$ cat src/rtl/csr_rmw_sequencer.sv
// CSR read-modify-write sequencer: one CSRRW/RS/RC per transaction, sequenced as
// read, optional write-back, then a held response toward commit.
module csr_rmw_sequencer #(
   parameter int NUM_THREADS   = 4,
   parameter int NUM_WARPS     = 4,
   parameter int UUID_BITS     = 44,
   parameter int CSR_ADDR_BITS = 12,
   localparam int NW_BITS      = (NUM_WARPS > 1) ? $clog2(NUM_WARPS) : 1
) (
   input  logic                        clk,
   input  logic                        reset,
   input  logic                        req_valid,
   output logic                        req_ready,
   input  logic [UUID_BITS-1:0]        req_uuid,
   input  logic [NW_BITS-1:0]          req_wid,
   input  logic [NUM_THREADS-1:0]      req_tmask,
   input  logic [31:0]                 req_pc,
   input  logic [4:0]                  req_rd,
   input  logic                        req_wb,
   input  logic [1:0]                  req_op,
   input  logic [CSR_ADDR_BITS-1:0]    req_addr,
   input  logic                        req_use_imm,
   input  logic [4:0]                  req_imm,
   input  logic [31:0]                 req_rs1_data,
   input  logic                        req_rs1_is_x0,
   input  logic [NUM_WARPS-1:0]        fpu_pending,
   output logic                        csr_read_enable,
   output logic [UUID_BITS-1:0]        csr_read_uuid,
   output logic [CSR_ADDR_BITS-1:0]    csr_read_addr,
   output logic [NW_BITS-1:0]          csr_read_wid,
   input  logic [31:0]                 csr_read_data,
   output logic                        csr_write_enable,
   output logic [UUID_BITS-1:0]        csr_write_uuid,
   output logic [CSR_ADDR_BITS-1:0]    csr_write_addr,
   output logic [NW_BITS-1:0]          csr_write_wid,
   output logic [31:0]                 csr_write_data,
   output logic                        rsp_valid,
   input  logic                        rsp_ready,
   output logic [UUID_BITS-1:0]        rsp_uuid,
   output logic [NW_BITS-1:0]          rsp_wid,
   output logic [NUM_THREADS-1:0]      rsp_tmask,
   output logic [31:0]                 rsp_pc,
   output logic [4:0]                  rsp_rd,
   output logic                        rsp_wb,
   output logic [NUM_THREADS*32-1:0]   rsp_data,
   output logic                        rsp_illegal,
   output logic                        busy
);

   // state | meaning
   // IDLE  | waiting for a request, req_ready high
   // READ  | single-cycle CSR read, stalled while the FP CSR hazard holds
   // WRITE | single-cycle write-back of the new value
   // RESP  | response held until rsp_ready
   typedef enum logic [1:0] {S_IDLE, S_READ, S_WRITE, S_RESP} state_t;

   localparam logic [1:0] OP_RW = 2'b01;
   localparam logic [1:0] OP_RS = 2'b10;
   localparam logic [1:0] OP_RC = 2'b11;

   state_t                     state_q, state_d;
   logic [UUID_BITS-1:0]       uuid_q, uuid_d;
   logic [NW_BITS-1:0]         wid_q, wid_d;
   logic [NUM_THREADS-1:0]     tmask_q, tmask_d;
   logic [31:0]                pc_q, pc_d;
   logic [4:0]                 rd_q, rd_d;
   logic                       wb_q, wb_d;
   logic [1:0]                 op_q, op_d;
   logic [CSR_ADDR_BITS-1:0]   addr_q, addr_d;
   logic                       use_imm_q, use_imm_d;
   logic [4:0]                 imm_q, imm_d;
   logic [31:0]                rs1_q, rs1_d;
   logic                       rs1_x0_q, rs1_x0_d;
   logic [31:0]                old_q, old_d;
   logic [31:0]                new_q, new_d;
   logic                       illegal_q, illegal_d;

   logic [31:0] src;
   logic [31:0] new_val;
   logic        need_wr;
   logic        read_only;
   logic        fp_csr;
   logic        hazard;

   always_comb begin
      src = use_imm_q ? {27'b0, imm_q} : rs1_q;
      case (op_q)
         OP_RW:   new_val = src;
         OP_RS:   new_val = csr_read_data | src;
         OP_RC:   new_val = csr_read_data & ~src;
         default: new_val = csr_read_data;
      endcase
      // set/clear with a zero source is architecturally a pure read
      need_wr   = (op_q == OP_RW) ||
                  (((op_q == OP_RS) || (op_q == OP_RC)) &&
                   (use_imm_q ? (imm_q != 5'd0) : !rs1_x0_q));
      read_only = (addr_q[CSR_ADDR_BITS-1 -: 2] == 2'b11);
      fp_csr    = (addr_q == CSR_ADDR_BITS'(1)) || (addr_q == CSR_ADDR_BITS'(2)) ||
                  (addr_q == CSR_ADDR_BITS'(3));
      hazard    = fp_csr && fpu_pending[wid_q];
   end

   always_comb begin
      state_d          = state_q;
      uuid_d           = uuid_q;
      wid_d            = wid_q;
      tmask_d          = tmask_q;
      pc_d             = pc_q;
      rd_d             = rd_q;
      wb_d             = wb_q;
      op_d             = op_q;
      addr_d           = addr_q;
      use_imm_d        = use_imm_q;
      imm_d            = imm_q;
      rs1_d            = rs1_q;
      rs1_x0_d         = rs1_x0_q;
      old_d            = old_q;
      new_d            = new_q;
      illegal_d        = illegal_q;
      req_ready        = 1'b0;
      csr_read_enable  = 1'b0;
      csr_write_enable = 1'b0;
      rsp_valid        = 1'b0;

      case (state_q)
         S_IDLE: begin
            req_ready = 1'b1;
            if (req_valid) begin
               uuid_d    = req_uuid;
               wid_d     = req_wid;
               tmask_d   = req_tmask;
               pc_d      = req_pc;
               rd_d      = req_rd;
               wb_d      = req_wb;
               op_d      = req_op;
               addr_d    = req_addr;
               use_imm_d = req_use_imm;
               imm_d     = req_imm;
               rs1_d     = req_rs1_data;
               rs1_x0_d  = req_rs1_is_x0;
               illegal_d = 1'b0;
               state_d   = S_READ;
            end
         end
         S_READ: begin
            if (!hazard) begin
               csr_read_enable = 1'b1;
               old_d           = csr_read_data;
               new_d           = new_val;
               if (need_wr && !read_only) begin
                  state_d = S_WRITE;
               end else begin
                  illegal_d = need_wr;
                  state_d   = S_RESP;
               end
            end
         end
         S_WRITE: begin
            csr_write_enable = 1'b1;
            state_d          = S_RESP;
         end
         S_RESP: begin
            rsp_valid = 1'b1;
            if (rsp_ready) state_d = S_IDLE;
         end
         default: state_d = S_IDLE;
      endcase

      // the current cycle is being discarded, so nothing may be strobed or offered
      if (reset) begin
         req_ready        = 1'b0;
         csr_read_enable  = 1'b0;
         csr_write_enable = 1'b0;
         rsp_valid        = 1'b0;
      end
   end

   always_ff @(posedge clk) begin
      if (reset) begin
         state_q   <= S_IDLE;
         uuid_q    <= '0;
         wid_q     <= '0;
         tmask_q   <= '0;
         pc_q      <= '0;
         rd_q      <= '0;
         wb_q      <= 1'b0;
         op_q      <= '0;
         addr_q    <= '0;
         use_imm_q <= 1'b0;
         imm_q     <= '0;
         rs1_q     <= '0;
         rs1_x0_q  <= 1'b0;
         old_q     <= '0;
         new_q     <= '0;
         illegal_q <= 1'b0;
      end else begin
         state_q   <= state_d;
         uuid_q    <= uuid_d;
         wid_q     <= wid_d;
         tmask_q   <= tmask_d;
         pc_q      <= pc_d;
         rd_q      <= rd_d;
         wb_q      <= wb_d;
         op_q      <= op_d;
         addr_q    <= addr_d;
         use_imm_q <= use_imm_d;
         imm_q     <= imm_d;
         rs1_q     <= rs1_d;
         rs1_x0_q  <= rs1_x0_d;
         old_q     <= old_d;
         new_q     <= new_d;
         illegal_q <= illegal_d;
      end
   end

   assign csr_read_uuid  = uuid_q;
   assign csr_read_addr  = addr_q;
   assign csr_read_wid   = wid_q;
   assign csr_write_uuid = uuid_q;
   assign csr_write_addr = addr_q;
   assign csr_write_wid  = wid_q;
   assign csr_write_data = new_q;
   assign rsp_uuid       = uuid_q;
   assign rsp_wid        = wid_q;
   assign rsp_tmask      = tmask_q;
   assign rsp_pc         = pc_q;
   assign rsp_rd         = rd_q;
   assign rsp_wb         = wb_q;
   assign rsp_data       = {NUM_THREADS{old_q}};
   assign rsp_illegal    = illegal_q;
   assign busy           = (state_q != S_IDLE);

endmodule

$ cat config.mk
export PLATFORM = sky130hd
export DESIGN_NAME = csr_rmw_sequencer
export DESIGN_NICKNAME = d
export VERILOG_FILES = /design/src/rtl/csr_rmw_sequencer.sv
export SDC_FILE = /design/constraint.sdc
export NUM_CORES = 1
export LEC_CHECK = 0
export ABC_CLOCK_PERIOD_IN_PS = 2100
export BUFFER_PORTS_ARGS = -buffer_cell sky130_fd_sc_hd__buf_4
export CAP_MARGIN = 20
export CELL_PAD_IN_SITES_DETAIL_PLACEMENT = 1
export CELL_PAD_IN_SITES_GLOBAL_PLACEMENT = 2
export CORE_MARGIN = 10
export CORE_UTILIZATION = 23
export DETAILED_ROUTE_END_ITERATION = 10
export PLACE_DENSITY = 0.9
export SYNTH_ARGS = -nofsm -noshare
export SYNTH_HDL_FRONTEND = slang
export SYNTH_SLANG_ARGS = --single-unit
$ cat constraint.sdc
create_clock -name clk -period 2.1 [get_ports clk]
set_input_delay 0.21 -clock clk [delete_from_list [all_inputs] [get_ports clk]]
set_output_delay 0.21 -clock clk [all_outputs]
set_load 0.05 [all_outputs]
==> results.md <==
- Initial core utilization: 23.4%
- Post-Synthesis Cells: around 1200
- Pwr Density: roughly 1500 nW/µm²
- Ys Warns: 0
- Async set or reset register ratio after synthesis: 0%
- DP Area: 13000 µm²
- Crit path required time: 1.89 ns
- H-tree Lvls: 1
- Clk sinks: 208
- Design Area, Final: 15700 µm²
- DRC viols: 0
- Worst setup SP type: register
- Post-synth EDFFs: 0
- MaxCap Viol Count: 0
- Status: complete, but fails checks
- Setup violators final: 2
- Final min period: 2.25 ns
- Most frequent cells in the layout: buf_4 (571), nand2_1 (380), dfxtp_1 (206)
- Pins Over Slew Limit: 0
- Largest net degree at the start of global routing: 99
- Clk_lat worst skew: 0.54 ns
- Violated checks: setup timing
- Peak supply drop: ~0.75 mV
- DIE HEIGHT: 225 µm
- Syn_area_per_cell: 7.73 µm²
- DIE AREA: 50600 µm²
- Final std cells w/o fill: 2308
- # rows: 74
- Antenna violations before repair: 8
- Critical path capture point type: primary output
- Commonest non-fill, non-tap cell in the layout: buf_4
- Vias in the first global route: about 11000
- Routability cong.: 0.776
- R2r setup slk: 0.07 ns
- Hold crit path type: in2reg
- CTS Root Cell: clkbuf_16
- I/O pins: 551
- CTS tree: yes
- Grt total ovfl: 0
- Yosys cell types: 38
- Fin worst setup slack: -0.154 ns
- Sequential share of the synthesized area: a little over two fifths
- Core area: 41200 µm²
- Drt wl/cell: 20.6 µm
- Hold EP: csr_read_addr[5]
- GRT Util Overall: 17.9%
- R2R Path End: csr_write_data[5]
- Share of cells above drive strength 1: a little under two fifths
- ANT nets after route: 0
- Hold Startpoint: req_addr[5]
- Register bit count reported by yosys: 208
- Syn_nets: 1434
- Routed via count: 10210
- Clock tree buffer depth: 3
- DRT Wirelength: 47400 µm
- Setup Crit Path Kind: reg2out
- Achievable Freq: 444 MHz
- Slew HR: 69.8%
- Dpl cells: between 2000 and 2500
- Cell Area, Synth: 9650 µm²
- IO buf count: 550
- First-pass GRT wire length: 71000 µm
- RR Startpoint: csr_read_wid[0]
- DRT Pass-1 Iters: 4
- Synth-to-layout area growth: 62.3%
- P_leak: 0.00699 µW
- Clock transition at path regs: 0.06 ns
- CP Max Fanout: 2
- Final Hold Viols: 0
- Worst r2r path cells: 7
- RSZ-0062 raised after global routing: true
- Arr. time, crit path: just over 2 ns
- Worst hold path cell count: 3
- Final layout net count: 1936
- CTS Buf Count: 26
- Hpwl dp: 33400 µm
- Final worst path period share: 107%
- Pre-CTS setup slack: 0.0719 ns
- Final hold slack: 0.0251 ns
- Worst Tran Pin Value: roughly 0.45 ns
- Vias per cell: 4.42
- Clock skew: between 0.01 and 0.015 ns
- Die X-Extent: approximately 220 µm
- 1st-iter DRT viols: 457
- Main synth FF type: dfxtp_1
-- worst max path at each step --
| stage | slack, ns | start | depth (start not counted) | endpoint |
|---|---|---|---|---|
| floorplan | 0.04 | csr_read_wid[1] | 5 | csr_read_enable |
| global placement | 0.07 | csr_read_addr[2] | 6 | csr_read_enable |
| detailed placement | 0.07 | csr_read_addr[2] | 6 | csr_read_enable |
| CTS | -0.20 | csr_read_wid[0] | 5 | csr_read_enable |
| global route | -0.23 | csr_read_wid[0] | 5 | csr_read_enable |
| finish | -0.15 | csr_read_wid[0] | 5 | csr_read_enable |
-- cell type report --
| class | instances | area [µm²] |
|---|---|---|
| Fill cell | 4826 | 25500 |
| Timing Repair Buffer | 757 | 6250 |
| Sequential cell | 208 | 4170 |
| Multi-Input combinational cell | 727 | 3560 |
| Clock buffer | 35 | 746 |
| Tap cell | 532 | 666 |
| Clock inverter | 11 | 141 |
| Inverter | 31 | 116 |
| Antenna cell | 7 | 17.5 |
-- worst max-delay path, stage by stage (launching register included) --
cell and delay, ns:
dfxtp_2 0.33, mux4_2 0.54, a21bo_4 0.26, buf_8 0.12, nor2_4 0.08, buf_8 0.16
-- routing by layer --
layer  vias to the layer above  wire length [µm]  track usage (%)
met5                         -                23                0
met4                         4              1120             4.69
met3                        63              3830             5.83
met2                       355             24400             32.9
met1                      4920             18100             19.2
li1                       4868                 -                -
-- stage by stage --
step,power [µW],utilization [%],setup TNS (ns)
2_1_floorplan,15100,-,0
3_3_place_gp,18300,31.4,0
3_5_place_dp,18500,31.4,0
4_1_cts,23700,37.9,-0.286
5_1_grt,24700,38.0,-0.362
6_report,23500,38.0,-0.186
-- power by group --
| part | switching, µW | internal (µW) |
|---|---|---|
| Combinational | 9280 | 3750 |
| Sequential | 899 | 4880 |
| Clock | 1830 | 2850 |
-- state kept, by name, indices dropped and copies added, names as in the netlist --
name            count
rs1_x0_q            1
rsp_pc             32
state_q             2
old_q              32
rsp_illegal         1
rsp_wb              1
csr_read_uuid      44
csr_read_wid        2
imm_q               5
csr_write_data     32
rsp_tmask           4
rsp_rd              5
csr_read_addr      12
rs1_q              32
use_imm_q           1
op_q                2
-- logic make-up (layout without fill, tap and decap cells) --
family / count (synthesis) / in the layout / synth area share (%)
AO/OA/AOI/OAI: 259 / 259 / 16.2
XOR/XNOR: 1 / 1 / 0.0908
adder cells (fa/ha/maj): 4 / 4 / 0.519
buffers and inverters: 314 / 834 / 20.7
flip-flops: 208 / 208 / 43.1
multiplexers: 7 / 7 / 0.907
other: 0 / 7 / 0
AND/OR/NAND/NOR: 456 / 456 / 18.5
-- synth_stat cells, types with 3 or more instances --
cell / instances / area [µm²]
buf_4: 206 / 1550
dfxtp_1: 208 / 4160
a221oi_1: 7 / 61.3
clkbuf_1: 53 / 199
buf_1: 6 / 22.5
buf_6: 3 / 33.8
ha_1: 4 / 50.1
inv_1: 31 / 116
a31oi_1: 3 / 18.8
a21oi_1: 188 / 941
nor3_1: 27 / 135
mux2_2: 4 / 45.0
a221oi_2: 20 / 300
o211ai_1: 5 / 37.5
nand2_1: 381 / 1430
nor2_1: 35 / 131
buf_2: 15 / 75.1
o21ai_0: 29 / 145
-- what timing repair did --
action / CTS / global route
cloned: 0 / 0
hold buffers: 172 / 0
endpoints found under the setup margin: 2 / 6
endpoints found under the hold margin: 185 / 0
resized for setup: 6 / 4
pin swaps: 2 / 1
setup buffers: 5 / 0
Power figures use the tool's default switching activity.
